`src/rtl/sum_accumulator.sv`:
```
// Sequential N-bit summing controller driving an external combinational adder.
// Optional signed-overflow flag is built only when SUM_ACC_SIGNED_OVF_EN is defined.
module sum_accumulator #(
  parameter int N = 4
) (
  input  logic         clk,
  input  logic         rst,
  input  logic         start,
  input  logic [3:0]   count,
  input  logic [N-1:0] op_data,
  input  logic         op_valid,
  output logic         op_ready,
  output logic [N-1:0] add_a,
  output logic [N-1:0] add_b,
  input  logic [N-1:0] add_sum,
  input  logic         add_cout,
  output logic [N-1:0] result,
  output logic         res_valid,
  input  logic         res_ready,
  output logic         flag_c,
  output logic         flag_z,
  output logic         flag_v,
  output logic         busy
);

  typedef enum logic [1:0] {IDLE, ACC, DONE} state_t;

  state_t       state_q, state_d;
  logic [N-1:0] acc_q, acc_d;
  logic [3:0]   remaining_q, remaining_d;
  logic         flag_c_q, flag_c_d;
  logic         flag_z_q, flag_z_d;
  logic         accept;
  logic         launch;

  assign accept = op_valid && op_ready;
  assign launch = (state_q == IDLE) && start;

  always_ff @(posedge clk) begin
    if (rst) begin
      state_q     <= IDLE;
      acc_q       <= '0;
      remaining_q <= 4'd0;
      flag_c_q    <= 1'b0;
      flag_z_q    <= 1'b0;
    end else begin
      state_q     <= state_d;
      acc_q       <= acc_d;
      remaining_q <= remaining_d;
      flag_c_q    <= flag_c_d;
      flag_z_q    <= flag_z_d;
    end
  end

  always_comb begin
    state_d = state_q;
    case (state_q)
      IDLE: if (start) state_d = (count == 4'd0) ? DONE : ACC;
      ACC:  if (accept && (remaining_q == 4'd1)) state_d = DONE;
      DONE: if (res_ready) state_d = IDLE;
      default: state_d = IDLE;
    endcase
  end

  always_comb begin
    op_ready  = (state_q == ACC);
    res_valid = (state_q == DONE);
    busy      = (state_q != IDLE);
  end

  // flag_z is registered so it only reports a zero sum once a run completes.
  always_comb begin
    acc_d       = acc_q;
    remaining_d = remaining_q;
    flag_c_d    = flag_c_q;
    flag_z_d    = flag_z_q;
    if (launch) begin
      acc_d       = '0;
      remaining_d = count;
      flag_c_d    = 1'b0;
      flag_z_d    = (count == 4'd0);
    end else if (accept) begin
      acc_d       = add_sum;
      remaining_d = remaining_q - 4'd1;
      flag_c_d    = flag_c_q | add_cout;
      flag_z_d    = (remaining_q == 4'd1) && (add_sum == '0);
    end
  end

`ifdef SUM_ACC_SIGNED_OVF_EN
  logic flag_v_q, flag_v_d;

  always_ff @(posedge clk) begin
    if (rst) flag_v_q <= 1'b0;
    else     flag_v_q <= flag_v_d;
  end

  // Overflow: operands of equal sign whose sum changes sign.
  always_comb begin
    flag_v_d = flag_v_q;
    if (launch) begin
      flag_v_d = 1'b0;
    end else if (accept) begin
      flag_v_d = flag_v_q |
                 ((acc_q[N-1] == op_data[N-1]) && (add_sum[N-1] != acc_q[N-1]));
    end
  end

  assign flag_v = flag_v_q;
`else
  assign flag_v = 1'b0;
`endif

  assign add_a  = acc_q;
  assign add_b  = op_data;
  assign result = acc_q;
  assign flag_c = flag_c_q;
  assign flag_z = flag_z_q;

endmodule

```
`config.mk`:
```
export PLATFORM = sky130hd
export DESIGN_NAME = sum_accumulator
export DESIGN_NICKNAME = d
export VERILOG_FILES = /design/src/rtl/sum_accumulator.sv
export SDC_FILE = /design/constraint.sdc
export NUM_CORES = 1
export LEC_CHECK = 0
export ABC_AREA = 1
export CAP_MARGIN = 20
export CORE_AREA = 2 2 39 41
export CTS_BUF_LIST = sky130_fd_sc_hd__clkbuf_2
export DETAILED_ROUTE_END_ITERATION = 16
export DIE_AREA = 0 0 41 43
export DONT_BUFFER_PORTS = 1
export PLACE_DENSITY_LB_ADDON = 0.25
export SYNTH_ARGS = -nofsm -noshare
export SYNTH_HDL_FRONTEND = slang
export SYNTH_SLANG_ARGS = --single-unit
```
`constraint.sdc`:
```
create_clock -name clk -period 1 [get_ports clk]
set_input_delay 0.25 -clock clk [delete_from_list [all_inputs] [get_ports clk]]
set_output_delay 0.25 -clock clk [all_outputs]
set_load 0.01 [all_outputs]
```
==> results_dict.tcl, run 1 <==
set metrics [dict create \
    track_usage_pct 20.9 \
    setup_ws_ps -203 \
    yosysSeqAreaShare_pct 32.9 \
    synthesis.area_sq_um 731 \
    synth_top_family_by_area "simple AND/OR/NAND/NOR gates" \
    vias 720 \
    place.gp.congestion 0.823 \
    clk_latency_ps 280 \
    ys_seq_elements 12 \
    viasPerCell 5.14 \
    dr.pass1.iters 4 \
    synth_largest_area_cell "dfxtp_1" \
    rows 14 \
    ff_latch_area_sq_um 255 \
    drc 0 \
    grt_pass1_wl_um 2500 \
    min_path_type "in -> reg" \
    syn_inst 113 \
    yosysWarnings 0 \
    drv_cap 0 \
    ys_types 18 \
    tritoncts "yes" \
    yosysTopAreaCellShare_pct 32.9 \
    fmax_mhz 831 \
    synth-adder-area-share_pct 3.42 \
    worstPathArrival_ps 950 \
    core_area_sq_um 1380 \
    hold_viol 0 \
    io_pins 36 \
    initial_utilization_pct 52.8 \
    yosys.area_share.simple_pct 36.1 \
    dp_cells 130 \
    cts.sinks 12 \
    violations "negative setup slack" \
    cp-end-kind "output port" \
    final_util_pct 67.9 \
    first_global_vias 654 \
    r2r_slack_ps -120 \
    cts_root_buffer "clkbuf_2" \
    r2r_cells 8 \
    leakagePower_nw 0.438 \
    finish.instance_area_sq_um 940 \
    async_flop_share_pct 0 \
    vdd_ir_drop_max_mv 1.36 \
    n_fill_cell 110 \
    yosys-top-cells-area "dfxtp_1 33%, nand2_1 16%, buf_4 9.2%" \
    pre_cts_slack_ps -79.3 \
    clockBufferDepth 2 \
    syn_nets 133 \
    stdcell_count 140 \
    critical_path_class "reg -> out" \
    die_y_um 43 \
    clock_skew_ps 4.05 \
    clkTransAtPathRegs_ps 130 \
    synthMuxAreaShare_pct 0 \
    synth_xor_area_share_pct 1.20 \
    cp-start-kind "flop" \
    nets 145 \
    dp_hpwl_um 1180 \
    synth_edf_count 0 \
    grt_overflow 0 \
    fin_crit_sh_pct 120 \
    grt_antenna_before_repair 0 \
    setup_viol 15 \
    drt_wl_total_um 1670 \
    hold-worst-slack_ps 27.1 \
    synthToLayoutAreaGrowth_pct 28.6 \
    die_w_um 41 \
    worst-path-max-fanout 4 \
    multi_input_area_sq_um 440 \
    rsz0062_at_grt "true" \
    final_layout_size_suffix_gt1_share_pct 42.7 \
    post_dp_cell_area_sq_um 762 \
    numCtsBuffers 3 \
    ctsHtreeMaxLevel 1 \
    grt_max_degree 8 \
    fin_crit_ps 1200 \
    n_antenna_cell 0 \
    synth-compound-area-share_pct 7.19 \
    antenna_left 0 \
    whs_path_depth 1 \
    avgSynthCellArea_sq_um 6.47 \
    status "finished with violations" \
    synth_flop_cell "dfxtp_1" \
    wl_per_cell_um 12.0 \
    drtIter0Drc 24 \
    power.density_nw_per_um2 2190 \
    drv_slew 0 \
    dieArea_sq_um 1760 \
    cp_data_required_time_ps 750 \
    port_buffers 0 \
]
## kinds of logic after synthesis
group                      after synthesis
buffers and inverters                   26
xor gates and xnor gates                 1
other                                    1
adders and majority gates                2
and+or+nand+nor                         61
DFF                                     12
AOI/OAI and AO/OA                       10
## path summary, 6_finish.rpt
path	endpoint	startpoint
setup reg to reg	flag_z	state_q[1]
hold reg to reg	add_a[3]	add_a[3]
setup / recovery	res_valid	state_q[0]
hold / removal	flag_z	rst
## power by group
| part | total (mW) | switching [mW] | internal (mW) | leakage [nW] |
|---|---|---|---|---|
| Sequential | 0.682 | 0.0977 | 0.585 | 0.102 |
| Combinational | 1.11 | 0.605 | 0.509 | 0.322 |
| Clock | 0.265 | 0.178 | 0.0868 | 0.0140 |
## state kept, by name, summed over array words and instances (netlist names)
signal       count
flag_z           1
state_q          2
remaining_q      4
flag_c           1
add_a            4
## final cells by class
cell class | instances | area share [%]
Clock inverter | 1 | 0.399
Inverter | 17 | 7.59
Multi-Input combinational cell | 75 | 46.9
Clock buffer | 3 | 1.60
Tap cell | 16 | 2.13
Sequential cell | 12 | 27.2
Timing Repair Buffer | 16 | 14.2
## metal layers
layer	part of all wire, %	vias to the layer above	GRT usage [%]
li1	-	360	-
met3	7.8	8	5.76
met2	47	25	31.9
met1	42	327	24.4
met4	3.1	0	12.7
met5	0	-	0
## stage by stage
step                      power [mW]  TNS [ps]
after floorplan                 1.22     -1.38
after global placement          1.44      -160
after detailed placement        1.46      -561
after CTS                       1.86     -1740
after global routing            2.23     -2640
final                           2.06     -1490
## cell usage in the layout, fill, tap and decap left out, drive strengths merged
cell	instances
clkinv	1
inv	17
dlygate4sd3	1
buf	15
xor2	1
a21oi	7
nor2	16
o211ai	1
nand4	1
conb	1
nand2	34
nand3	10
dfxtp	12
o21ai	2
ha	2
clkbuf	3
## timing repair
item	in CTS	in global routing
gates resized for setup	17	23
setup buffers	3	2
pin swaps	1	7
endpoints found under the setup margin	23	15
endpoints found under the hold margin	0	2
hold buffers	0	1
## synth_stat cells (2+ instances only)
| cell | number |
|---|---|
| nand3_1 | 9 |
| buf_4 | 9 |
| inv_1 | 15 |
| nand2_2 | 2 |
| o21ai_0 | 2 |
| dfxtp_1 | 12 |
| nor2_1 | 15 |
| ha_1 | 2 |
| a21oi_1 | 7 |
| nand2_1 | 32 |
## critical path, cell delays in order, from the launching register on
cell	delay, ps
dfxtp_4	380
buf_6	120
nor2_4	80
buf_6	100
(Power assumes the default switching activity.)
==> run 2, diff against run 1 <==
- ABC_AREA: 1 -> default
==> results_dict.tcl, run 2 <==
set metrics [dict create \
    async_flop_share_pct 0 \
    die_y_um 43 \
    r2r_slack_ps -470 \
    dp_hpwl_um 1160 \
    crit_slowest_cell "or4b_4" \
    drc 0 \
    dr.pass1.iters 4 \
    yosysTopAreaCellShare_pct 34.7 \
    avgSynthCellArea_sq_um 8.66 \
    synthToLayoutAreaGrowth_pct 23.5 \
    critical_path_class "reg -> reg" \
    leakagePower_nw 0.343 \
    stdcell_count 96 \
    vdd_ir_drop_max_mv 0.911 \
    drt_wl_total_um 1510 \
    antenna_left 0 \
    finish.instance_area_sq_um 856 \
    ys_types 34 \
    dp_cells 93 \
    die_w_um 41 \
    setup_ws_ps -474 \
    postCtsSetupBuffers 0 \
    critPathBufInv 0 \
    grt_antenna_before_repair 0 \
    drtIter0Drc 2 \
    rows 14 \
    synth_flop_cell "dfxtp_1" \
    grt_overflow 0 \
    dieArea_sq_um 1760 \
    synthesis.area_sq_um 693 \
    hold_buffers 0 \
    grt_max_degree 11 \
    cts.sinks 12 \
    tritoncts "yes" \
    hold-worst-slack_ps 40.6 \
    clock_skew_ps 8.12 \
    cp-end-kind "flop" \
    worst-path-max-fanout 2 \
    nets 102 \
    post_dp_cell_area_sq_um 734 \
    first_global_vias 567 \
    yosysSeqAreaShare_pct 34.7 \
    syn_inst 80 \
    fmax_mhz 678 \
    holdCritStartpoint "rst" \
    worstPathArrival_ps 1660 \
    setup_viol 15 \
    place.gp.congestion 0.705 \
    max_stage_delay_ps 520 \
    power_mw 1.11 \
    initial_utilization_pct 50.1 \
    status "finished with violations" \
    synth_edf_count 0 \
    core_area_sq_um 1380 \
    violations "negative setup slack" \
    grt_pass1_wl_um 2370 \
    crit_cells 3 \
    cp_data_required_time_ps 1190 \
    crit_chain "or4b_4 -> or4_1 -> a31oi_1" \
    ys_seq_elements 12 \
    port_buffers 0 \
    numCtsBuffers 3 \
    min_path_type "in -> reg" \
    reg2reg_from "state_q[1]" \
    clk_latency_ps 250 \
    clockBufferDepth 2 \
    n_fill_cell 113 \
    r2r_cells 3 \
    crit_family "simple AND/OR/NAND/NOR gates" \
    power.density_nw_per_um2 1290 \
    viasPerCell 5.90 \
    rsz0062_at_grt "true" \
    hold_viol 0 \
    fin_crit_sh_pct 147 \
    yosysMostFrequentCell "dfxtp_1" \
    layout_commonest_cell "dfxtp_2" \
    whs_path_depth 1 \
    pre_cts_slack_ps -443 \
    cp-start-kind "flop" \
    synth_largest_area_cell "dfxtp_1" \
    syn_nets 100 \
    track_usage_pct 20.0 \
    rr_endpoint "remaining_q[3]" \
    synth_top_cells_by_count "12 x dfxtp_1, 9 x buf_4, 6 x nor2_1, 5 x mux2i_1, 4 x inv_1" \
    cts_root_buffer "clkbuf_2" \
    yosys-top-cells-area "dfxtp_1 35%, buf_4 9.7%, mux2i_1 7.2%" \
    n_antenna_cell 0 \
    final_util_pct 61.8 \
    hold_end "remaining_q[1]" \
    tns_ps -3770 \
    ctsHtreeMaxLevel 1 \
    fin_crit_ps 1470 \
    wl_per_cell_um 15.7 \
    drv_cap 0 \
    final_layout_size_suffix_gt1_share_pct 46.3 \
    final_cell_mix "7 x dfxtp_2, 6 x nor2_1, 6 x buf_4" \
    yosysWarnings 0 \
    drv_slew 0 \
    vias 566 \
    clkTransAtPathRegs_ps 110 \
    io_pins 36 \
]
## run 2: worst reg2reg max path, delay by kind of cell, from the launching register on
family	cells	cell delay (ps)
compound gates	1	160
flops	1	330
simple gates	2	920
## run 2: cell type report
cell class                      count  area (sq um)  area share, %
Multi-Input combinational cell     50           449           52.5
Sequential cell                    12           249           29.1
Timing Repair Buffer               11           105           12.3
Tap cell                           16          20.0           2.34
Inverter                            4          17.5           2.05
Clock buffer                        3          15.0           1.75
## run 2: cell families after synthesis
kind of cell	synth area share [%]
mux	7.22
other cells	0.541
buf+inv	15.0
compound gates	13.7
fa+ha+maj	3.61
simple gates	25.3
flops	34.7
## run 2: report_power, final
part | total (mW) | switching [mW] | internal (mW)
clock | 0.227 | 0.145 | 0.0819
sequential | 0.548 | 0.0350 | 0.513
combinational | 0.332 | 0.147 | 0.185
total | 1.11 | 0.327 | 0.780
## run 2: worst max-delay path by stage
stage | slack [ps] | start | to
after floorplan | -410 | state_q[1] | remaining_q[3]
after global placement | -420 | state_q[1] | remaining_q[3]
after detailed placement | -440 | state_q[1] | remaining_q[3]
after CTS | -470 | state_q[1] | remaining_q[3]
after global routing | -500 | state_q[1] | remaining_q[3]
final | -470 | state_q[1] | remaining_q[3]
## run 2: layer usage
layer	wire length [um]	track usage, %	vias up
met1	625	21.4	269
met4	15	10.0	0
li1	-	-	281
met3	102	8.38	2
met5	0	0	-
met2	766	31.9	14
## run 2: timing repair
action	in CTS	in global routing
pin swaps	2	3
gates resized for setup	11	18
endpoints found under the setup margin	15	23
